File: config.mk
export PLATFORM = sky130hd
export DESIGN_NAME = signext_pipe
export DESIGN_NICKNAME = d
export VERILOG_FILES = /design/src/rtl/signext_pipe.sv
export SDC_FILE = /design/constraint.sdc
export NUM_CORES = 1
export LEC_CHECK = 0
export CAP_MARGIN = 40
export CORE_MARGIN = 5
export CORE_UTILIZATION = 37
export CTS_CLUSTER_SIZE = 14
export DETAILED_ROUTE_END_ITERATION = 8
export PLACE_DENSITY_LB_ADDON = 0.12
export SETUP_SLACK_MARGIN = 0.15
export SYNTH_ARGS = -nofsm -noshare
export SYNTH_HDL_FRONTEND = slang
export SYNTH_SLANG_ARGS = --single-unit
File: constraint.sdc
create_clock -name clk -period 1.2 [get_ports clk]
set_input_delay 0.24 -clock clk [delete_from_list [all_inputs] [get_ports clk]]
set_output_delay 0.24 -clock clk [all_outputs]
set_load 0.01 [all_outputs]
File: src/rtl/signext_pipe.sv
// Immediate extender (sign/zero/branch/upper) behind a valid/ready output buffer.
// Define SIGNEXT_PIPE_SKID_EN for the two-entry skid buffer with registered in_ready.
module signext_pipe #(
    parameter int IN_W  = 16,
    parameter int OUT_W = 32
) (
    input  logic             clk,
    input  logic             rst_n,
    input  logic             in_valid,
    output logic             in_ready,
    input  logic [IN_W-1:0]  in_imm,
    input  logic [1:0]       in_mode,
    output logic             out_valid,
    input  logic             out_ready,
    output logic [OUT_W-1:0] out_data
);

    if (OUT_W < IN_W + 2) begin : g_bad_width
        $error("signext_pipe: OUT_W must be >= IN_W+2");
    end

    function automatic logic [OUT_W-1:0] extend(input logic [IN_W-1:0] imm,
                                                input logic [1:0] mode);
        logic [OUT_W-1:0] sx;
        sx = {{(OUT_W-IN_W){imm[IN_W-1]}}, imm};
        case (mode)
            2'b00:   extend = sx;
            2'b01:   extend = {{(OUT_W-IN_W){1'b0}}, imm};
            2'b10:   extend = sx << 2;
            default: extend = {imm, {(OUT_W-IN_W){1'b0}}};
        endcase
    endfunction

    logic [OUT_W-1:0] res;
    logic             acc, dlv;
    logic [OUT_W-1:0] head_q;
    logic             vld_q;

    assign res       = extend(in_imm, in_mode);
    assign out_valid = vld_q;
    assign out_data  = head_q;
    assign acc       = in_valid && in_ready;
    assign dlv       = vld_q && out_ready;

`ifdef SIGNEXT_PIPE_SKID_EN
    typedef enum logic [1:0] {EMPTY, ONE, FULL} buf_state_t;

    buf_state_t       state_q;
    logic [OUT_W-1:0] tail_q;
    logic             rdy_q;

    assign in_ready = rdy_q;

    always_ff @(posedge clk or negedge rst_n) begin
        if (!rst_n) begin
            state_q <= EMPTY;
            head_q  <= '0;
            tail_q  <= '0;
            rdy_q   <= 1'b0;
            vld_q   <= 1'b0;
        end else begin
            case (state_q)
                EMPTY: begin
                    rdy_q <= 1'b1;
                    if (acc) begin
                        head_q  <= res;
                        vld_q   <= 1'b1;
                        state_q <= ONE;
                    end
                end
                ONE: begin
                    if (acc && !dlv) begin
                        tail_q  <= res;
                        rdy_q   <= 1'b0;
                        state_q <= FULL;
                    end else if (!acc && dlv) begin
                        vld_q   <= 1'b0;
                        state_q <= EMPTY;
                    end else if (acc) begin
                        head_q  <= res;
                    end
                end
                FULL: begin
                    // acc cannot occur here: rdy_q is low throughout FULL
                    if (dlv) begin
                        head_q  <= tail_q;
                        rdy_q   <= 1'b1;
                        state_q <= ONE;
                    end
                end
                default: begin
                    vld_q   <= 1'b0;
                    rdy_q   <= 1'b1;
                    state_q <= EMPTY;
                end
            endcase
        end
    end
`else
    logic live_q;

    // live_q keeps in_ready low while reset is held and until the first edge after release
    assign in_ready = live_q && (!vld_q || out_ready);

    always_ff @(posedge clk or negedge rst_n) begin
        if (!rst_n) begin
            live_q <= 1'b0;
            vld_q  <= 1'b0;
            head_q <= '0;
        end else begin
            live_q <= 1'b1;
            if (acc) begin
                head_q <= res;
                vld_q  <= 1'b1;
            end else if (dlv) begin
                vld_q  <= 1'b0;
            end
        end
    end
`endif

endmodule

==> Word level (Yosys, flattened, before mapping) <==
Index checks and enable logic that the tools add are counted.
W data, S select, Z words.
{ "totals": {"word_cells": 15, "input_bits": 22, "n_memories": 0, "out_inout_bits": 34, "mem_bits_ro": 0, "ram_bits": 0, "register_bits": 34, "latch_bits": 0} }
{ "op_classes": {"n_mux": 3, "n_lt_le_gt_ge": 0, "n_bitwise": 0, "n_eq_ne": 2, "reduce_logical": 7, "addsub": 0, "n_div": 0, "shift": 0, "multipliers": 0} }
{ "op_table": {"columns": ["op", "n"], "rows": [
  ["$pmux W32 S3", 1],
  ["$logic_and A1 B1 Y1", 3],
  ["$eq A2 B1 Y1 const B", 1],
  ["$eq A2 B2 Y1 const B", 1],
  ["$logic_not A2 Y1", 1],
  ["$mux W1", 2],
  ["$reduce_bool A2 Y1", 1],
  ["$logic_not A1 Y1", 1],
  ["$logic_or A1 B1 Y1", 1]
]} }

==> Longest topological paths before layout <==
{ "logic_depth": {"depth_word": 5, "mapped_depth": 5, "depth_no_buf": 3} }

==> Worst setup path after synthesis <==
OpenSTA, ideal clock, no wires.
{ "synth_timing": {"kind": "register -> register", "startpoint": "register vld_q (netlist: out_valid)", "endpoint": "register head_q[12] (netlist: out_data[12])", "setup_slack_ns": -0.159, "arrival_time_ns": 1.234, "required_time_ns": 1.075, "setup_ns": 0.125, "path_buffers": 2, "period_less_slack_ns": 1.359, "stages_incl_launch_ff": 6, "cell_sequence": "dfrtp_1 nand2b_1 nor2b_1 buf_6 buf_6 mux2_2"} }
{ "synth_via": {"elab_chain_len": 4} }
{ "synth_lines": {"columns": ["element", "line_no", "source"], "rows": [
  ["start, declared", "37", "logic vld_q;"],
  ["start signal, assigned", "108", "vld_q <= 1'b0;"],
  ["start signal, assigned", "114", "vld_q <= 1'b1;"],
  ["start signal, assigned", "116", "vld_q <= 1'b0;"],
  ["$logic_not A1 Y1", "103", "assign in_ready = live_q && (!vld_q || out_ready);"],
  ["$logic_or A1 B1 Y1", "103", null],
  ["$logic_and A1 B1 Y1", "103", null],
  ["$logic_and A1 B1 Y1", "42", "assign acc = in_valid && in_ready;"],
  ["end signal, assigned", "113", "head_q <= res;"],
  ["end, declared", "36", "logic [OUT_W-1:0] head_q;"]
]} }
No other way between the ends.
A chain may end at the register's enable or synchronous reset.

==> Worst setup path after layout <==
{ "layout_timing": {"startpoint": "input in_valid", "endpoint": "register head_q[12] (netlist: out_data[12])"} }
{ "layout_via": {"elab_chain_len": 1} }
{ "layout_lines": {"columns": ["element", "line_no", "source"], "rows": [
  ["start, declared", "9", "input logic in_valid,"],
  ["$logic_and A1 B1 Y1", "42", null]
]} }
No other way between the ends.

==> out/results.txt <==
CTS root buffer: sky130_fd_sc_hd__clkbuf_8
Startpoint types: input port
Post-synthesis xor/xnor area fraction: 0
Cell area after synthesis: 0.00160 sq mm
Half-perimeter wire length after placement: 3180 um
Die width: 75.7 um
Number of buffers created by CTS: 5
Cell type with the largest total area after synthesis: sky130_fd_sc_hd__dfrtp_1
Starting density of the core: 0.375
Main combinational cell family by area after synthesis: multiplexers
Simple-gate portion of the synthesized area: 0.0360
Area growth from synthesis to final layout: 68.8%
Final RePlAce weighted congestion: 0.760
Most common flop cell mapped by yosys: sky130_fd_sc_hd__dfrtp_1
Violations in the final reports: negative setup slack
Clock Path Buffers: 2
Number of I/O port buffers: 55
Global-route wire length before repair: 7160 um
Register area share after synthesis: 0.532
Total of endpoints with negative setup slack in the final report: 33
EDFF count, synth: 0
Compound-cell area share of the yosys netlist: 0.124
Synthesis-stage register bit count: 34
Most common library cells after synthesis: sky130_fd_sc_hd__dfrtp_1, sky130_fd_sc_hd__mux2_2, sky130_fd_sc_hd__inv_1
CP max FO: 7
Unique cell type count in the Yosys netlist: 17
Termination of the worst setup path: out_data[12]
Cells taking the most area after synthesis: sky130_fd_sc_hd__dfrtp_1, sky130_fd_sc_hd__mux2_2, sky130_fd_sc_hd__mux2i_1
Register-to-Register Setup Slack: -0.16 ns
Die Outline Area: 0.00574 sq mm
Share of async-settable or async-resettable flops after synthesis: 1.00
Worst path arrival time: 1.53 ns
Worst setup slack after layout: -0.166 ns
Number of global-route vias before repair: 1447
Fraction of layout instances using a drive strength above 1: 0.496
Critical Path Source: in_valid
Placed instance count: 255
Library cell with the highest instance count after synthesis: sky130_fd_sc_hd__dfrtp_1
Largest net degree at the start of global routing: 35
Yosys Warn Count: 0
Max Freq: 0.732 GHz
Final-report hold violation count: 0
Crit Path Class: input port to flop
Power Density: 1320 mW/mm^2
Number of antenna violations at the first check in global routing: 0
Clock tree from TritonCTS: yes
Final global-route overflow total: 0
Clock-pin transition on the worst setup and hold timing paths: 0.07 ns
Instance count of the mapped netlist: 132
Clock skew after layout: 0.00254 ns
Routed via count divided by cell count: 4.72
Post-detailed-route DRC marker count: 0
Adder-cell area share of the yosys netlist: 0
Total routing resource utilization after global routing: 0.167
H-tree level count: 2
Filler Cell Count: 360
Class of the most critical hold timing path: input port to asynchronous set/reset pin
Diode count: 0
Leakage dissipation: 1.38 nW
Number of max-slew violations in the final report: 0
Length of the first detailed-routing pass in iterations: 4
Final #Nets: 263
Data required, critical path: 1.36 ns
Height of the chip: 75.7 um
Final routed wirelength across all metal layers: 4590 um
Net count after synthesis: 154
Run status: complete, but fails checks
Max IR drop VDD: 0.689 mV
Area share of the largest cell type after synthesis: 0.532
Unrepaired setup endpoints after global routing: yes
CTS sink cnt: 34
Mean Syn Cell Area: 12.1 sq um
Post-route non-filler standard cell count: 294
Boundary pin count: 56
Quantity of hold-fixing buffers added after cts: 0
Share of cell area taken by muxes after synthesis: 0.228
Max-cap viol count: 0
R2r worst-path depth: 5
Worst-skew pair later-pin latency: 0.28 ns
Final worst path period need: 1.37 ns
Critical register-to-register path startpoint: out_valid
Portion of the clock cycle consumed by the worst path in the final layout: 1.14
Average wire per standard cell: 15.6 um
Worst reg2reg path endpoint: out_data[12]
Area of the core: 0.00426 sq mm
Crit. End Element: flop
Placement row count: 24
Setup TNS: -3.50 ns
Detail Route Antenna Nets: 0
Detailed-route via count: 1388
DR iter-0 viols: 54
[critical path, stage by stage]
cell	delay, ns
sky130_fd_sc_hd__clkdlybuf4s50_1	0.47
sky130_fd_sc_hd__nand2_2	0.08
sky130_fd_sc_hd__nor2b_4	0.15
sky130_fd_sc_hd__buf_6	0.15
sky130_fd_sc_hd__buf_12	0.13
sky130_fd_sc_hd__mux2_4	0.30
[cell type report]
cell class / count / area (sq um) / share of cell area
Clock buffer: 7 / 86.3 / 0.0320
Inverter: 16 / 63.8 / 0.0236
Sequential cell: 34 / 851 / 0.315
Multi-Input combinational cell: 74 / 709 / 0.263
Timing Repair Buffer: 110 / 918 / 0.340
Clock inverter: 1 / 5.00 / 0.00185
Tap cell: 52 / 65.1 / 0.0241
[per-stage QoR]
step	instance area, sq um	total power [W]	hold WS (ns)	utilization	setup WS (ns)
2_1_floorplan	1670	0.00197	-0.0556	-	-0.114
4_1_cts	2600	0.00350	0.327	0.610	-0.162
3_5_place_dp	2430	0.00266	0.497	0.570	-0.603
6_report	2700	0.00357	0.325	0.633	-0.166
3_3_place_gp	2430	0.00264	0.497	0.570	-0.551
5_1_grt	2700	0.00376	0.340	0.633	-0.207
[how the worst min path moves through the flow]
| stage | endpoint | slack (ns) | cells after the start |
|---|---|---|---|
| after floorplan | live_q | -0.06 | 0 |
| after global placement | out_data[31] | 0.50 | 1 |
| after detailed placement | out_data[6] | 0.50 | 1 |
| after CTS | out_data[8] | 0.33 | 2 |
| after global routing | out_data[2] | 0.34 | 2 |
| final | out_data[8] | 0.33 | 2 |
[cells in the final DEF, fill, tap and decap left out, types with 2 or more instances in the layout]
master                            synthesis  layout
sky130_fd_sc_hd__clkdlybuf4s50_1          0      17
sky130_fd_sc_hd__dfrtp_1                 34      34
sky130_fd_sc_hd__nor2b_1                  5       4
sky130_fd_sc_hd__buf_12                   0       4
sky130_fd_sc_hd__clkbuf_8                 0       6
sky130_fd_sc_hd__buf_6                    3      12
sky130_fd_sc_hd__buf_2                    3      31
sky130_fd_sc_hd__mux2_4                   0      17
sky130_fd_sc_hd__a22o_1                  13      13
sky130_fd_sc_hd__a21oi_1                 14      14
sky130_fd_sc_hd__inv_1                   16      15
sky130_fd_sc_hd__mux2_2                  19       2
sky130_fd_sc_hd__mux2i_1                 15      14
sky130_fd_sc_hd__dlygate4sd2_1            0       4
sky130_fd_sc_hd__buf_4                    2      40
[flip-flops by register name, indices dropped and copies added (netlist names)]
name / count
out_data: 32
live_q: 1
out_valid: 1
[cells by family after synthesis]
logic type,count (synthesis)
muxes,34
and+or+nand+nor,10
DFF,34
buffers and inverters,24
AOI/OAI and AO/OA,29
other,1
[metal layers]
metal	up-vias	track usage	share of wire
li1	672	-	-
met1	669	0.216	0.43
met2	45	0.276	0.50
met3	2	0.0475	0.062
met4	0	0.0369	0.0041
met5	-	0	0
[timing repair]
action                                  CTS  global route
pin swaps                                 0             0
endpoints found under the setup margin   66            66
resized for setup                       157             5
cloned                                    1             0
setup buffers                            20            10
[power by group]
| part | internal [W] | switching [W] | total [W] |
|---|---|---|---|
| logic | 0.000734 | 0.000489 | 0.00122 |
| registers | 0.00136 | 0.000117 | 0.00148 |
| clock network | 0.000463 | 0.000406 | 0.000869 |
| total | 0.00256 | 0.00101 | 0.00357 |
Note: power is estimated with default switching activity, not from simulation.
